$ cat src/rtl/frame_mem_arbiter_if.sv
// Requester-side bus of the frame memory arbiter: VGA reads, HPS writes, coprocessor reads.
// master = requester side, slave = arbiter side.
interface frame_mem_arbiter_if #(
    parameter int ADDR_W = 19,
    parameter int DATA_W = 8
);
    logic              vga_req;
    logic [ADDR_W-1:0] vga_addr;
    logic              vga_gnt;
    logic              vga_rvalid;
    logic [DATA_W-1:0] vga_rdata;

    logic              hps_req;
    logic [ADDR_W-1:0] hps_addr;
    logic [DATA_W-1:0] hps_wdata;
    logic              hps_gnt;

    logic              cop_req;
    logic [ADDR_W-1:0] cop_addr;
    logic              cop_gnt;
    logic              cop_rvalid;
    logic [DATA_W-1:0] cop_rdata;

    modport master (
        output vga_req, vga_addr, hps_req, hps_addr, hps_wdata, cop_req, cop_addr,
        input  vga_gnt, vga_rvalid, vga_rdata, hps_gnt, cop_gnt, cop_rvalid, cop_rdata
    );

    modport slave (
        input  vga_req, vga_addr, hps_req, hps_addr, hps_wdata, cop_req, cop_addr,
        output vga_gnt, vga_rvalid, vga_rdata, hps_gnt, cop_gnt, cop_rvalid, cop_rdata
    );
endinterface

$ cat src/rtl/frame_mem_arbiter.sv
// Shares one single-port frame memory between VGA (strict priority), HPS writes and coprocessor reads.
// Define FRAME_MEM_ARB_RR_EN to alternate HPS/coprocessor; without it HPS always beats the coprocessor.
module frame_mem_arbiter #(
    parameter int ADDR_W = 19,
    parameter int DATA_W = 8,
    parameter int DEPTH  = 19200
) (
    input  logic               clk,
    input  logic               reset,
    frame_mem_arbiter_if.slave bus,
    output logic [ADDR_W-1:0]  mem_addr,
    output logic               mem_wren,
    output logic [DATA_W-1:0]  mem_data,
    input  logic [DATA_W-1:0]  mem_q,
    output logic               oor_err,
    output logic               idle
);
    localparam logic [ADDR_W-1:0] LIMIT = ADDR_W'(DEPTH);

    logic              vga_gnt;
    logic              hps_gnt;
    logic              cop_gnt;
    logic              any_gnt;
    logic              hps_first;
    logic              sel_oor;
    logic [ADDR_W-1:0] sel_addr;

    logic [ADDR_W-1:0] mem_addr_reg;
    logic              mem_wren_reg;
    logic [DATA_W-1:0] mem_data_reg;
    logic              oor_err_reg;

    logic              s1_valid_reg, s1_cop_reg, s1_oor_reg;
    logic              s2_valid_reg, s2_cop_reg, s2_oor_reg;
    logic              vga_rvalid_reg, cop_rvalid_reg;
    logic [DATA_W-1:0] vga_rdata_reg, cop_rdata_reg;

`ifdef FRAME_MEM_ARB_RR_EN
    // Set when HPS should win the next HPS/coprocessor tie; moves only on their accepts.
    logic favour_hps_reg;
    assign hps_first = favour_hps_reg || !bus.cop_req;

    always_ff @(posedge clk) begin
        if (reset) begin
            favour_hps_reg <= 1'b1;
        end else if (hps_gnt) begin
            favour_hps_reg <= 1'b0;
        end else if (cop_gnt) begin
            favour_hps_reg <= 1'b1;
        end
    end
`else
    assign hps_first = 1'b1;
`endif

    always_comb begin
        vga_gnt  = 1'b0;
        hps_gnt  = 1'b0;
        cop_gnt  = 1'b0;
        sel_addr = bus.cop_addr;
        if (!reset) begin
            if (bus.vga_req) begin
                vga_gnt = 1'b1;
            end else if (bus.hps_req && hps_first) begin
                hps_gnt = 1'b1;
            end else if (bus.cop_req) begin
                cop_gnt = 1'b1;
            end
        end
        if (vga_gnt) begin
            sel_addr = bus.vga_addr;
        end else if (hps_gnt) begin
            sel_addr = bus.hps_addr;
        end
    end

    assign any_gnt = vga_gnt || hps_gnt || cop_gnt;
    assign sel_oor = (sel_addr >= LIMIT);

    always_ff @(posedge clk) begin
        if (reset) begin
            mem_addr_reg   <= '0;
            mem_wren_reg   <= 1'b0;
            mem_data_reg   <= '0;
            oor_err_reg    <= 1'b0;
            s1_valid_reg   <= 1'b0;
            s1_cop_reg     <= 1'b0;
            s1_oor_reg     <= 1'b0;
            s2_valid_reg   <= 1'b0;
            s2_cop_reg     <= 1'b0;
            s2_oor_reg     <= 1'b0;
            vga_rvalid_reg <= 1'b0;
            cop_rvalid_reg <= 1'b0;
            vga_rdata_reg  <= '0;
            cop_rdata_reg  <= '0;
        end else begin
            mem_wren_reg <= hps_gnt && !sel_oor;
            if (any_gnt) begin
                mem_addr_reg <= sel_addr;
            end
            if (hps_gnt) begin
                mem_data_reg <= bus.hps_wdata;
            end
            if (any_gnt && sel_oor) begin
                oor_err_reg <= 1'b1;
            end

            // Read tracking runs independently of the grant path, so a completion and a new accept can share a cycle.
            s1_valid_reg <= vga_gnt || cop_gnt;
            s1_cop_reg   <= cop_gnt;
            s1_oor_reg   <= sel_oor;
            s2_valid_reg <= s1_valid_reg;
            s2_cop_reg   <= s1_cop_reg;
            s2_oor_reg   <= s1_oor_reg;

            vga_rvalid_reg <= s2_valid_reg && !s2_cop_reg;
            cop_rvalid_reg <= s2_valid_reg && s2_cop_reg;
            if (s2_valid_reg && !s2_cop_reg) begin
                vga_rdata_reg <= s2_oor_reg ? '0 : mem_q;
            end
            if (s2_valid_reg && s2_cop_reg) begin
                cop_rdata_reg <= s2_oor_reg ? '0 : mem_q;
            end
        end
    end

    assign bus.vga_gnt    = vga_gnt;
    assign bus.hps_gnt    = hps_gnt;
    assign bus.cop_gnt    = cop_gnt;
    assign bus.vga_rvalid = vga_rvalid_reg;
    assign bus.vga_rdata  = vga_rdata_reg;
    assign bus.cop_rvalid = cop_rvalid_reg;
    assign bus.cop_rdata  = cop_rdata_reg;

    assign mem_addr = mem_addr_reg;
    assign mem_wren = mem_wren_reg;
    assign mem_data = mem_data_reg;
    assign oor_err  = oor_err_reg;
    assign idle     = !(bus.vga_req || bus.hps_req || bus.cop_req) && !s1_valid_reg && !s2_valid_reg;
endmodule

$ cat src/flat_wrapper.sv
// flat-port wrapper written by rule: the top's interface ports become plain ports
module frame_mem_arbiter_flat 
#(
    parameter int ADDR_W = 19,
    parameter int DATA_W = 8,
    parameter int DEPTH  = 19200
)
  (clk, reset, mem_addr, mem_wren, mem_data, mem_q, oor_err, idle, bus_vga_req, bus_vga_addr, bus_hps_req, bus_hps_addr, bus_hps_wdata, bus_cop_req, bus_cop_addr, bus_vga_gnt, bus_vga_rvalid, bus_vga_rdata, bus_hps_gnt, bus_cop_gnt, bus_cop_rvalid, bus_cop_rdata);
  frame_mem_arbiter_if #(.ADDR_W(ADDR_W), .DATA_W(DATA_W)) bus_i ();
  input  logic clk;
  input  logic reset;
  output logic [ADDR_W-1:0] mem_addr;
  output logic mem_wren;
  output logic [DATA_W-1:0] mem_data;
  input  logic [DATA_W-1:0] mem_q;
  output logic oor_err;
  output logic idle;
  input wire logic [$bits(bus_i.vga_req)-1:0] bus_vga_req;
  input wire logic [$bits(bus_i.vga_addr)-1:0] bus_vga_addr;
  input wire logic [$bits(bus_i.hps_req)-1:0] bus_hps_req;
  input wire logic [$bits(bus_i.hps_addr)-1:0] bus_hps_addr;
  input wire logic [$bits(bus_i.hps_wdata)-1:0] bus_hps_wdata;
  input wire logic [$bits(bus_i.cop_req)-1:0] bus_cop_req;
  input wire logic [$bits(bus_i.cop_addr)-1:0] bus_cop_addr;
  output wire logic [$bits(bus_i.vga_gnt)-1:0] bus_vga_gnt;
  output wire logic [$bits(bus_i.vga_rvalid)-1:0] bus_vga_rvalid;
  output wire logic [$bits(bus_i.vga_rdata)-1:0] bus_vga_rdata;
  output wire logic [$bits(bus_i.hps_gnt)-1:0] bus_hps_gnt;
  output wire logic [$bits(bus_i.cop_gnt)-1:0] bus_cop_gnt;
  output wire logic [$bits(bus_i.cop_rvalid)-1:0] bus_cop_rvalid;
  output wire logic [$bits(bus_i.cop_rdata)-1:0] bus_cop_rdata;
  assign bus_i.vga_req = bus_vga_req;
  assign bus_i.vga_addr = bus_vga_addr;
  assign bus_i.hps_req = bus_hps_req;
  assign bus_i.hps_addr = bus_hps_addr;
  assign bus_i.hps_wdata = bus_hps_wdata;
  assign bus_i.cop_req = bus_cop_req;
  assign bus_i.cop_addr = bus_cop_addr;
  assign bus_vga_gnt = bus_i.vga_gnt;
  assign bus_vga_rvalid = bus_i.vga_rvalid;
  assign bus_vga_rdata = bus_i.vga_rdata;
  assign bus_hps_gnt = bus_i.hps_gnt;
  assign bus_cop_gnt = bus_i.cop_gnt;
  assign bus_cop_rvalid = bus_i.cop_rvalid;
  assign bus_cop_rdata = bus_i.cop_rdata;
  frame_mem_arbiter #(.ADDR_W(ADDR_W), .DATA_W(DATA_W), .DEPTH(DEPTH)) u_core (.clk(clk), .reset(reset), .bus(bus_i), .mem_addr(mem_addr), .mem_wren(mem_wren), .mem_data(mem_data), .mem_q(mem_q), .oor_err(oor_err), .idle(idle));
endmodule
$ cat config.mk
export PLATFORM = sky130hd
export DESIGN_NAME = frame_mem_arbiter_flat
export DESIGN_NICKNAME = d
export VERILOG_FILES = /design/src/rtl/frame_mem_arbiter_if.sv /design/src/rtl/frame_mem_arbiter.sv /design/src/flat_wrapper.sv
export SDC_FILE = /design/constraint.sdc
export NUM_CORES = 1
export LEC_CHECK = 0
export CAP_MARGIN = 20
export CORE_MARGIN = 2
export CORE_UTILIZATION = 39
export CTS_CLUSTER_DIAMETER = 80
export DETAILED_ROUTE_END_ITERATION = 10
export PLACE_DENSITY = 0.8
export SETUP_SLACK_MARGIN = 0.2
export SLEW_MARGIN = 20
export SYNTH_ARGS = -nofsm -noshare
export SYNTH_HDL_FRONTEND = slang
export SYNTH_SLANG_ARGS = --single-unit
$ cat constraint.sdc
create_clock -name clk -period 2.3 [get_ports clk]
set_input_delay 0.575 -clock clk [delete_from_list [all_inputs] [get_ports clk]]
set_output_delay 0.575 -clock clk [all_outputs]
set_load 0.03 [all_outputs]
# Yosys cells after proc, flatten, opt, wreduce, memory -nomap -nowiden
# Cells that the tools add are included.
# op_classes
mul,0
n_eq_ne,0
muxes,12
n_bitwise,0
n_div,0
n_lt_le_gt_ge,1
n_addsub,0
n_shift,0
n_reduce_logical,16
# op_table
operator,count
2-to-1 mux 19 bit,2
">= comparator 19 x 15 -> 1 bit, second input constant",1
2-to-1 mux 1 bit,9
2-to-1 mux 8 bit,1
logical AND 1 bit,6
logical NOT 1 bit,5
logical OR 1 bit,5
# word_totals
mem_bits_ro,0
out_inout_bits,51
wordCells,43
latchBits,0
register_bits,53
n_memories,0
input_bits,78
mem_bits_rw,0

# Depth between registers and ports, before layout
# logic_depth
ltp_word,8
depth_mapped,8
depth_no_buf,6

# Least setup slack after synthesis
# Ideal clock, no wire load.
# synth_path
kind,input-to-output
from,input port bus_vga_req
to,output port idle
arrival_time_ps,2028
path_slack_ps,-303
path_buffers,3
path_stages,5
required_ps,1725
cell_sequence,buf_4 or3_1 buf_2 buf_2 nor3_1
# synth_via
elab_chain_cells,5
# synth_rtl
item,line_no,rtl
from (decl),flat_wrapper.sv:18,input wire logic [$bits(bus_i.vga_req)-1:0] bus_vga_req;
logical OR 1 bit (2 in a row),frame_mem_arbiter.sv:139,assign idle = !(bus.vga_req || bus.hps_req || bus.cop_req) && !s1_valid_reg && !s2_valid_reg;
logical NOT 1 bit,frame_mem_arbiter.sv:139,
logical AND 1 bit (2 in a row),frame_mem_arbiter.sv:139,
to (decl),flat_wrapper.sv:17,output logic idle;
# No other way between the ends.

# Final worst setup path
# layout_path
from,input port bus_hps_req
to,output port idle
# layout_via
elab_chain_cells,5
# layout_rtl
item,line_no,rtl
from (decl),flat_wrapper.sv:20,input wire logic [$bits(bus_i.hps_req)-1:0] bus_hps_req;
logical OR 1 bit (2 in a row),frame_mem_arbiter.sv:139,
logical NOT 1 bit,frame_mem_arbiter.sv:139,
logical AND 1 bit (2 in a row),frame_mem_arbiter.sv:139,
# No other way between the ends.

==> impl_metrics.toml <==
[floorplanning]
row_count = 28
die_area_sq_um = 6760
start_util_pct = 40.3
die_x_um = 82.2
coreArea_sq_um = 5920
dieHeight_um = 82.2
pin_count = 129

[timing]
rsz0062_at_grt = "no"
fmax_mhz = 487
finalSetupViolCount = 0
finalCritPeriodShare_pct = 89.3
slew_viol_final = 0
min_period_ns = 2.05
final.setup_skew_ns = 0.00295
hold_violations = 0
slew_headroom_pct = 61.1
tightest_slew_ns = 0.583

[synth]
syn_avg_cell_area_sq_um = 8.28
postSynthCellCount = 288
ys_warn_count = 0
synth-seq-cells = 53
synth_area_leaders = "dfxtp_1, nor2_1, o22ai_1"
netlist_area_sq_um = 2390
synth_fp_nets = 366
yosys.area.top_type = "dfxtp_1"
synth_top_cell_area_share_pct = 44.5
seq_area_frac_synth_pct = 44.5
synth.distinct_cells = 33

[routing]
ant_nets = 0
drcViolationCount = 0
vias = 2565
vias_per_cell = 5.21
drt_iter0_markers = 66
wl_per_cell_um = 14.6
drtPass1Iterations = 5
routed_wl_mm = 7.21

[setup_path]
critPathTopFamily = "simple AND/OR/NAND/NOR gates"
critPathMaxFanout = 2
critPathCaptureType = "output pin"
cp_slowest_cell = "or3_4"
critPathLaunchType = "input port"
cp_cell_sequence = "clkdlybuf4s15_1 > or3_4 > nor3_4 > buf_6"
critPathKind = "input port to output pin"
path_buf_inv = 2
cp_data_required_time_ns = 1.73
arrival_ns = 1.48
cpPeakStageDelay_ns = 0.40

[global_routing]
grt_start_max_net_pins = 39
grt_pass1_wl_mm = 11.1
track_usage_pct = 21.5
antenna_found_initial = 0
grt_overflow_total = 0
grt_pass1_vias = 2368

[power]
seq_power_share_pct = 45.2
finalPower_mw = 2.20
power_per_cell_area_nw_per_um2 = 560
p_sw_mw = 0.617
swShare_pct = 28.0
p_int_mw = 1.59
combinationalPowerShare_pct = 25.6
vdd_drop_max_mv = 0.345
clkPwrFrac_pct = 29.1
power_leakage_nw = 1.52

[hold_path]
hp-class = "flop to flop"

[placed_design]
postPlaceCellArea_sq_um = 3800
dp.cells = 484
gp_congestion = 0.757
numPortBuffers = 128
post-dp-hpwl_mm = 5.47

[final_layout]
stdcell_count = 492
fin_nets = 494
fin_area_sq_um = 3940
n_fill_cell = 508
syn2layout_area_growth_pct = 65.1
drive_gt1_share_pct = 11.5
antenna_cells = 0
largest_register_ffs = 19

[cts]
holdBufCountCts = 0
clock-root-buffer = "clkbuf_8"
numClockSinks = 53
clkLatencyLatePin_ns = 0.31
cts_made_buffers = 5
cts_tree = "built"
cts_max_level = 2
cts-root-to-sink-buffers = 2
clk_pin_slew_ns = 0.10

[outcome]
run_status = "complete, no violations"

[run]
max_cap_viol_count = 0
[synthesized netlist by cell type]
cell type / n
nand4_1: 1
a221oi_2: 1
buf_4: 3
nor3b_1: 16
a32o_1: 1
and2_1: 1
nor2b_1: 8
nor3_1: 4
nor2b_4: 1
and3_1: 2
nand2b_1: 4
or2_2: 1
buf_1: 2
o211ai_1: 3
a211oi_1: 13
o211ai_2: 3
a22oi_1: 8
nand2_1: 20
dfxtp_1: 53
a21oi_1: 24
inv_1: 3
clkbuf_1: 13
nand2b_4: 1
a211oi_2: 1
buf_2: 7
o21ai_1: 7
o22ai_1: 20
buf_6: 1
or3_1: 1
o21ai_0: 8
a21o_1: 10
nor3_2: 1
nor2_1: 46
[logic make-up after synthesis]
group           synth area share (%)
simple gates                    22.5
compound gates                  27.3
buf+inv                         5.72
flops                           44.5
[cells in the final DEF, fill, tap and decap left out, types with 2 or more instances in the layout]
| cell | Yosys | routed |
|---|---|---|
| nor2b_1 | 8 | 8 |
| buf_12 | 0 | 2 |
| o211ai_2 | 3 | 3 |
| nor3b_1 | 16 | 16 |
| buf_6 | 1 | 2 |
| a211oi_1 | 13 | 13 |
| clkbuf_8 | 0 | 5 |
| nand2b_1 | 4 | 4 |
| clkdlybuf4s15_1 | 0 | 2 |
| a21o_1 | 10 | 10 |
| o22ai_1 | 20 | 20 |
| nor2_1 | 46 | 44 |
| dfxtp_1 | 53 | 53 |
| nor3_1 | 4 | 3 |
| o21ai_0 | 8 | 8 |
| clkdlybuf4s50_1 | 0 | 120 |
| o211ai_1 | 3 | 3 |
| a21oi_1 | 24 | 24 |
| inv_1 | 3 | 2 |
| o21ai_1 | 7 | 7 |
| a22oi_1 | 8 | 8 |
| buf_4 | 3 | 19 |
| nand2_1 | 20 | 20 |
[power groups by stage]
| stage | combinational (mW) | sequential, mW | clock, mW |
|---|---|---|---|
| after global routing | 0.602 | 1.00 | 0.704 |
| after global placement | 0.554 | 1.02 | 0 |
| after CTS | 0.566 | 0.998 | 0.661 |
| after floorplan | 0.195 | 1.10 | 0 |
| after detailed placement | 0.561 | 1.02 | 0 |
| final | 0.565 | 0.997 | 0.642 |
[per-stage QoR]
| step | hold slack (ns) | util, % | setup TNS (ns) | setup slack (ns) |
|---|---|---|---|---|
| floorplan | 0.414 | - | 0 | 0.119 |
| global placement | 0.421 | 64.2 | -0.143 | -0.0836 |
| detailed placement | 0.424 | 64.2 | -0.135 | -0.0842 |
| CTS | 0.452 | 66.5 | 0 | 0.212 |
| global route | 0.471 | 66.5 | 0 | 0.203 |
| finish | 0.446 | 66.5 | 0 | 0.245 |
[final timing paths]
| kind | from | end | slack (ns) | cells past startpoint |
|---|---|---|---|---|
| setup / recovery | bus_hps_req | idle | 0.25 | 4 |
| hold / removal | u_core.s1_cop_reg | u_core.s2_cop_reg | 0.45 | 1 |
| setup reg to reg | u_core.s2_valid_reg | u_core.bus.cop_rdata[1] | 0.98 | 4 |
| hold reg to reg | u_core.s1_cop_reg | u_core.s2_cop_reg | 0.45 | 1 |
[layer usage]
layer	track usage (%)	vias up	wire, um
li1	-	1281	-
met1	24.6	1182	2950
met2	37.3	89	3600
met3	5.87	13	470
met4	9.50	0	182
met5	0	-	0
[what timing repair did]
item                       in CTS  in global routing
setup endpoints to repair       4                  1
gates resized for setup        11                  4
pin swaps                       2                  2
buffers inserted                0                  0
[area by class of cell]
cell class,count,area [sq um],area share [%]
tap,75,93.8,2.38
clock inverter,3,43.8,1.11
sequential,53,1060,26.9
timing repair buffer,147,1440,36.5
multi-input combinational,206,1220,31.0
clock buffer,5,68.8,1.75
inverter,3,15.0,0.381
No activity file was read; power rests on OpenSTA's default activity.
